<file path="config.mk">
export PLATFORM = sky130hd
export DESIGN_NAME = rvh_l1d_victim_sel
export DESIGN_NICKNAME = d
export VERILOG_FILES = /design/src/rtl/rvh_l1d_victim_sel.sv
export SDC_FILE = /design/constraint.sdc
export NUM_CORES = 1
export LEC_CHECK = 0
export BUFFER_PORTS_ARGS = -buffer_cell sky130_fd_sc_hd__clkbuf_2
export CORE_MARGIN = 2
export CORE_UTILIZATION = 25
export CTS_CLUSTER_DIAMETER = 100
export DETAILED_ROUTE_END_ITERATION = 10
export GPL_ROUTABILITY_DRIVEN = 0
export GPL_TIMING_DRIVEN = 0
export PLACE_DENSITY = 0.43
export SKIP_CTS_REPAIR_TIMING = 1
export SLEW_MARGIN = 20
export SYNTH_ARGS = -nofsm -noshare
export SYNTH_HDL_FRONTEND = slang
export SYNTH_SLANG_ARGS = --single-unit
</file>
<file path="constraint.sdc">
create_clock -name clk -period 7.1 [get_ports clk]
set_input_delay 1.065 -clock clk [delete_from_list [all_inputs] [get_ports clk]]
set_output_delay 1.065 -clock clk [all_outputs]
set_load 0.01 [all_outputs]
</file>
<file path="src/rtl/rvh_l1d_victim_sel.sv">
// Victim-way selector for one L1D bank: per-set tree-PLRU plus a one-entry registered response stage.
// Optional RVH_L1D_VICTIM_LOCK_EN adds a per-way lock mask and a nack output.
module rvh_l1d_victim_sel #(
    parameter int SET_NUM   = 32,
    parameter int WAY_NUM   = 4,
    parameter int SET_IDX_W = $clog2(SET_NUM),
    parameter int WAY_IDX_W = $clog2(WAY_NUM),
    parameter int MESI_W    = 2
) (
    input  logic                             clk,
    input  logic                             rstn,
    input  logic                             access_valid_i,
    input  logic [SET_IDX_W-1:0]             access_set_idx_i,
    input  logic [WAY_IDX_W-1:0]             access_way_idx_i,
    input  logic                             victim_req_valid_i,
    output logic                             victim_req_ready_o,
    input  logic [SET_IDX_W-1:0]             victim_req_set_idx_i,
    input  logic [WAY_NUM-1:0][MESI_W-1:0]   victim_mesi_sta_i,
`ifdef RVH_L1D_VICTIM_LOCK_EN
    input  logic [WAY_NUM-1:0]               victim_lock_mask_i,
    output logic                             victim_resp_nack_o,
`endif
    output logic                             victim_resp_valid_o,
    input  logic                             victim_resp_ready_i,
    output logic [WAY_IDX_W-1:0]             victim_resp_way_o,
    output logic                             victim_resp_evict_o,
    output logic                             victim_resp_dirty_o
);

    // MESI encoding shared with the line-state table
    localparam logic [MESI_W-1:0] MESI_INVALID  = MESI_W'(0);
    localparam logic [MESI_W-1:0] MESI_MODIFIED = MESI_W'(3);

    // Point every node on the way's root-to-leaf path away from that way.
    function automatic logic [WAY_NUM-2:0] plru_touch(input logic [WAY_NUM-2:0] bits,
                                                      input logic [WAY_IDX_W-1:0] way);
        plru_touch = bits;
        for (int l = 0; l < WAY_IDX_W; l++) begin
            for (int p = 0; p < (1 << l); p++) begin
                if ((way >> (WAY_IDX_W - l)) == WAY_IDX_W'(p))
                    plru_touch[(1 << l) - 1 + p] = ~way[WAY_IDX_W-1-l];
            end
        end
    endfunction

    function automatic logic [WAY_IDX_W-1:0] plru_victim(input logic [WAY_NUM-2:0] bits);
        plru_victim = '0;
        for (int l = 0; l < WAY_IDX_W; l++) begin
            for (int p = 0; p < (1 << l); p++) begin
                if ((plru_victim >> (WAY_IDX_W - l)) == WAY_IDX_W'(p))
                    plru_victim[WAY_IDX_W-1-l] = bits[(1 << l) - 1 + p];
            end
        end
    endfunction

    function automatic logic [WAY_IDX_W-1:0] lowest_way(input logic [WAY_NUM-1:0] vec);
        lowest_way = '0;
        for (int i = WAY_NUM - 1; i >= 0; i--) begin
            if (vec[i])
                lowest_way = WAY_IDX_W'(i);
        end
    endfunction

    logic [WAY_NUM-2:0]   plru_reg [SET_NUM];
    logic [WAY_NUM-2:0]   plru_next [SET_NUM];
    logic [WAY_NUM-1:0]   way_inv;
    logic [WAY_NUM-1:0]   way_ok;
    logic [WAY_NUM-1:0]   cand_inv;
    logic [WAY_NUM-1:0]   cand_valid;
    logic [WAY_IDX_W-1:0] plru_way;
    logic [WAY_IDX_W-1:0] sel_way;
    logic                 sel_evict;
    logic                 sel_dirty;
    logic                 sel_nack;
    logic                 req_fire;
    logic                 plru_upd;

    logic                 resp_valid_reg;
    logic [WAY_IDX_W-1:0] resp_way_reg;
    logic                 resp_evict_reg;
    logic                 resp_dirty_reg;

    generate
        for (genvar gi = 0; gi < WAY_NUM; gi++) begin : g_way
            assign way_inv[gi] = (victim_mesi_sta_i[gi] == MESI_INVALID);
        end
    endgenerate

`ifdef RVH_L1D_VICTIM_LOCK_EN
    assign way_ok = ~victim_lock_mask_i;
`else
    assign way_ok = '1;
`endif

    assign cand_inv   = way_inv & way_ok;
    assign cand_valid = ~way_inv & way_ok;
    assign plru_way   = plru_victim(plru_reg[victim_req_set_idx_i]);

    always_comb begin
        sel_nack  = ~|way_ok;
        sel_way   = '0;
        sel_evict = 1'b0;
        sel_dirty = 1'b0;
        if (|cand_inv) begin
            sel_way = lowest_way(cand_inv);
        end else if (!sel_nack) begin
            // A locked PLRU pick falls back to the lowest unlocked (necessarily valid) way.
            sel_way   = way_ok[plru_way] ? plru_way : lowest_way(cand_valid);
            sel_evict = 1'b1;
            sel_dirty = (victim_mesi_sta_i[sel_way] == MESI_MODIFIED);
        end
    end

    assign victim_req_ready_o = ~resp_valid_reg | victim_resp_ready_i;
    assign req_fire           = victim_req_valid_i & victim_req_ready_o;
    assign plru_upd           = req_fire & ~sel_nack;

    // Access touch first, victim touch second so the victim wins on shared path bits.
    generate
        for (genvar gi = 0; gi < SET_NUM; gi++) begin : g_set
            logic               access_hit;
            logic               victim_hit;
            logic [WAY_NUM-2:0] after_access;
            assign access_hit   = access_valid_i && (access_set_idx_i == SET_IDX_W'(gi));
            assign victim_hit   = plru_upd && (victim_req_set_idx_i == SET_IDX_W'(gi));
            assign after_access = access_hit ? plru_touch(plru_reg[gi], access_way_idx_i) : plru_reg[gi];
            assign plru_next[gi] = victim_hit ? plru_touch(after_access, sel_way) : after_access;
        end
    endgenerate

    always_ff @(posedge clk) begin
        for (int i = 0; i < SET_NUM; i++) begin
            if (!rstn)
                plru_reg[i] <= '0;
            else
                plru_reg[i] <= plru_next[i];
        end
    end

`ifdef RVH_L1D_VICTIM_LOCK_EN
    logic resp_nack_reg;
    always_ff @(posedge clk) begin
        if (!rstn)
            resp_nack_reg <= 1'b0;
        else if (req_fire)
            resp_nack_reg <= sel_nack;
    end
    assign victim_resp_nack_o = resp_nack_reg;
`endif

    always_ff @(posedge clk) begin
        if (!rstn) begin
            resp_valid_reg <= 1'b0;
            resp_way_reg   <= '0;
            resp_evict_reg <= 1'b0;
            resp_dirty_reg <= 1'b0;
        end else if (req_fire) begin
            resp_valid_reg <= 1'b1;
            resp_way_reg   <= sel_way;
            resp_evict_reg <= sel_evict;
            resp_dirty_reg <= sel_dirty;
        end else if (victim_resp_ready_i) begin
            resp_valid_reg <= 1'b0;
        end
    end

    assign victim_resp_valid_o = resp_valid_reg;
    assign victim_resp_way_o   = resp_way_reg;
    assign victim_resp_evict_o = resp_evict_reg;
    assign victim_resp_dirty_o = resp_dirty_reg;

endmodule
</file>
# == After elaboration in Yosys (flattened, before gate mapping) ==
# Memory sizes are Yosys's and may differ from the RTL's.
# Cells that the tools add are included.
# totals
regBits,5
mem_bits_rw,96
output_inout_bits,6
elab_cells,432
n_memories,1
# mem_list
name,depth,width,read_ports,rd_clocked_by_memory_dff,wr,line,text
plru_reg,32,3,33,0,32,64,logic [WAY_NUM-2:0] plru_reg [SET_NUM];
# op_classes
order_cmp,2
n_eq_ne,63
mux,247
n_bitwise,40
reduce_logical,75
# ops
op,n
$mux W3,96
$eq A5 B5 Y1 const B,32
$mux W1,137
$eq A5 B4 Y1 const B,16
$logic_and A1 B1 Y1,64
$eq A5 B3 Y1 const B,8
$or A1 B1 Y1,33
$mux W2,12
$eq A5 B2 Y1 const B,4
$logic_not A2 Y1,7
$eq A5 B1 Y1 const B,2
$logic_not A5 Y1,2
$lt A2 B3 Y1 const B,2
$not A1 Y1,5
$bmux W2 S2,1
$not A4 Y4,1
$reduce_or A4 Y1,1
$bmux W1 S2,1
$eq A2 B2 Y1 const B,1
$reduce_bool A2 Y1,1
$and A1 B1 Y1,1

# == Longest topological paths before layout ==
# depth
ltp_word,13
mapped_depth,13
ltp_nobuf,7

# == Worst setup path after synthesis ==
# OpenSTA, ideal clock, no wires.
# synth_timing
path_type,in2reg
startpoint,input victim_req_set_idx_i[1]
endpoint,memory plru_reg[16][1] in the netlist's numbering
setup_ns,0.129
arrival_time_ns,3.148
setup_slack_ns,3.823
path_stages,10
path_buffers,3
path_cell_list,buf_4 > mux4_2 > mux2_2 > nand3b_1 > nand4_1 > or2_1 > a211oi_2 > buf_6 > buf_2 > o31ai_1
# synth_rtl
element,line,text
"start, declared",17,"input logic [SET_IDX_W-1:0] victim_req_set_idx_i,"
"end, declared",64,

==> impl_metrics.py <==
metrics = {
    "setup_path": {
        "arrival_ps": 4450,
        "crit_fanout": 10,
        "cp.required_ps": 7360,
        "start_kind": "primary input",
        "critPathTopFamily": "buffers and inverters",
        "worstSetupEndpointType": "flip-flop",
        "cpMaxStageDelayCell": "clkbuf_1",
        "cp_num_buf_inv": 5,
        "criticalPathCategory": "in -> reg",
        "critical-path-max-stage-delay_ps": 740,
        "cp_cell_sequence": "clkbuf_2 -> buf_2 -> buf_2 -> nand2_1 -> a2bb2oi_1 -> o211ai_1 -> nand4_1 -> o21ai_1 -> buf_2 -> clkbuf_1 -> o211ai_1 -> o41ai_1",
        "path_common_cell": "buf_2",
    },
    "sta": {
        "finalSetupViolations": 0,
        "fmax_mhz": 239,
        "fin_skew_ps": 6.69,
        "drv_slew": 0,
        "finalSetupTns_ps": 0,
        "fin_crit_sh_pct": 59.0,
        "hold_viol": 0,
        "holdWs_ps": 535,
        "worstMarginPinSlew_ps": 928,
        "grt_setup_unrepaired": "false",
        "relSlewSlack_pct": 37.9,
        "period_minus_slack_ps": 4190,
    },
    "placement": {
        "dp_hpwl_um": 22800,
        "port_buffers": 27,
        "placed_cell_area_um2": 7220,
        "dp_cells": 1170,
    },
    "layout": {
        "syn_to_final_growth_pct": 13.1,
        "largest_reg_flops": 96,
        "layoutNonFillerInstCount": 1188,
        "fin_area_um2": 7530,
        "drive_gt1_share_pct": 10.2,
        "num-nets-final": 871,
        "fill_cells": 2893,
    },
    "cts": {
        "clock_latency_ps": 370,
        "clkSinkCount": 101,
        "htree_num_levels": 3,
        "cts_tree": "done",
        "cts_buffers": 9,
        "cts_buffer_depth": 2,
        "cts-root-buf": "clkbuf_16",
        "path_clk_slew_ps": 80,
    },
    "logic_synthesis": {
        "synthFlopType": "dfxtp_1",
        "syn_area_um2": 6660,
        "syn_nets": 833,
        "synth_edf_count": 0,
        "avgSynthCellArea_um2": 8.25,
        "async_reset_ff_share_pct": 0,
        "synth_cell_types": 50,
        "synth_seq_cells": 101,
        "ys_seq_area_share_pct": 30.3,
        "synthCells": 808,
        "yosys_warnings": 0,
    },
    "routing": {
        "wire_per_inst_um": 27.3,
        "firstDrtPassIters": 10,
        "drtIter0Drc": 800,
        "ant_nets": 0,
        "vias_per_cell": 5.89,
        "wl_um": 32400,
        "drc": 10,
        "vias": 6998,
    },
    "pwr": {
        "power.switching_uw": 454,
        "power_frac_seq_pct": 42.1,
        "p_int_uw": 926,
        "power_leakage_uw": 0.00247,
        "p_per_area_nw_per_um2": 183,
        "switching_share_pct": 32.9,
        "peakVddDrop_v": 0.000127,
        "pwr-share-clk_pct": 39.5,
        "comb_power_share_pct": 18.4,
    },
    "run_status": {
        "status": "finished, violations left",
        "violations": "DRC",
    },
    "floorplan": {
        "dieArea_um2": 28000,
        "dieHeight_um": 167,
        "rows": 59,
        "core_area_um2": 26100,
        "io-pin-count": 31,
        "dieWidth_um": 167,
        "start_util_pct": 25.5,
    },
    "job": {
        "max_cap_viol_count": 0,
    },
    "grt": {
        "overflow": 0,
        "met1_usage_pct": 31.8,
        "use_met3_pct": 4.99,
        "grt_first_pass_wirelength_um": 47000,
        "top_usage_layer": "met2",
        "met2_usage_pct": 35.5,
        "grt_pass1_vias": 6703,
        "grt_start_max_net_pins": 17,
        "antenna_found_initial": 1,
        "global_route.usage.total_pct": 23.0,
    },
    "worst_hold_path": {
        "min_path_type": "reg -> reg",
    },
}
==> logic make-up after synthesis <==
family	synth area share [%]
buffers and inverters	7.51
AND/OR/NAND/NOR	16.9
multiplexers	11.8
flip-flops	30.3
AO/OA/AOI/OAI	33.5
==> power groups by stage <==
stage / combinational (uW) / sequential [uW] / clock, uW
finish: 254 / 580 / 545
global route: 261 / 581 / 572
CTS: 246 / 580 / 552
detailed placement: 245 / 594 / 0
global placement: 247 / 594 / 0
floorplan: 133 / 592 / 0
==> cell type report <==
cell class / instances / area, um^2 / share of cell area (%)
clock inverters: 5 / 58.8 / 0.781
well taps: 335 / 419 / 5.56
clock buffers: 11 / 253 / 3.35
inverters: 26 / 97.6 / 1.30
diodes: 2 / 5.00 / 0.0664
plain buffers: 87 / 403 / 5.35
repair buffers: 27 / 135 / 1.79
multi-input cells: 594 / 4140 / 55.0
flip-flops and latches: 101 / 2020 / 26.8
==> placed cells by master, fill, tap and decap left out, types with 3 or more instances in the layout <==
cell | Yosys | final
dfxtp_1 | 101 | 101
o211ai_1 | 91 | 91
nand2_1 | 78 | 78
o41ai_1 | 68 | 68
clkbuf_1 | 63 | 63
mux2i_1 | 47 | 47
o31ai_1 | 47 | 47
nor2_1 | 44 | 44
o21ai_0 | 30 | 30
nand3_1 | 30 | 30
clkbuf_2 | 1 | 28
inv_1 | 26 | 26
and2_1 | 21 | 21
a21boi_0 | 20 | 20
nand2b_1 | 18 | 18
mux2_2 | 12 | 12
nor3_1 | 10 | 10
buf_2 | 9 | 9
nor2b_1 | 9 | 9
clkbuf_16 | 0 | 9
mux4_2 | 8 | 8
buf_6 | 7 | 7
o22ai_1 | 7 | 7
nand4_1 | 6 | 6
o221ai_1 | 6 | 6
buf_1 | 4 | 4
buf_4 | 3 | 3
a2bb2oi_1 | 3 | 3
a21oi_1 | 3 | 3
nor3b_1 | 3 | 3
o21a_1 | 3 | 3
nor4_1 | 3 | 3
==> synthesized netlist by cell type, types with 2 or more instances <==
cell | number | share of area, %
inv_1 | 26 | 1.5
a211o_1 | 2 | 0.26
nand2_1 | 78 | 4.4
mux2i_1 | 47 | 7.1
or2_2 | 2 | 0.19
a22oi_1 | 2 | 0.23
clkbuf_1 | 63 | 3.5
o221ai_1 | 6 | 0.79
nor2b_1 | 9 | 0.85
o41ai_1 | 68 | 8.9
nand3b_1 | 2 | 0.23
buf_6 | 7 | 1.2
and4_1 | 2 | 0.26
nor2_1 | 44 | 2.5
o211ai_1 | 91 | 10
or2_1 | 2 | 0.19
dfxtp_1 | 101 | 30
nand2b_1 | 18 | 1.7
buf_1 | 4 | 0.23
nor3_1 | 10 | 0.75
a21boi_0 | 20 | 2.3
o22a_1 | 2 | 0.26
mux4_2 | 8 | 2.7
o31ai_1 | 47 | 5.3
and2_1 | 21 | 2.0
mux2_2 | 12 | 2.0
o21a_1 | 3 | 0.34
nand3_1 | 30 | 2.3
buf_4 | 3 | 0.34
buf_2 | 9 | 0.68
nor3b_1 | 3 | 0.34
o22ai_1 | 7 | 0.66
o21ai_0 | 30 | 2.3
or3_1 | 2 | 0.19
nand4_1 | 6 | 0.56
a21oi_1 | 3 | 0.23
a2bb2oi_1 | 3 | 0.39
nor4_1 | 3 | 0.28
==> worst paths after layout <==
path,start,to,slack [ps],cells past startpoint
worst max-delay path,victim_req_set_idx_i[3],plru_reg[26][2],2910,12
worst min-delay path,victim_resp_way_o[0],victim_resp_way_o[0],540,1
worst max register to register,plru_reg[28][0],plru_reg[26][2],3910,9
worst min register to register,victim_resp_way_o[0],victim_resp_way_o[0],540,1
==> stage by stage <==
step	power, uW	utilization, %	setup slack (ps)
3_3_place_gp	841	27.6	2480
6_report	1380	28.8	2910
4_1_cts	1380	28.8	2870
2_1_floorplan	725	-	3820
5_1_grt	1420	28.8	2640
3_5_place_dp	838	27.6	2510
==> layer usage <==
layer / vias up / wire length, um
met1: 3390 / 14500
met3: 44 / 2750
met5: - / 0
met2: 354 / 14300
li1: 3210 / -
met4: 0 / 900
Power figures use the tool's default switching activity.
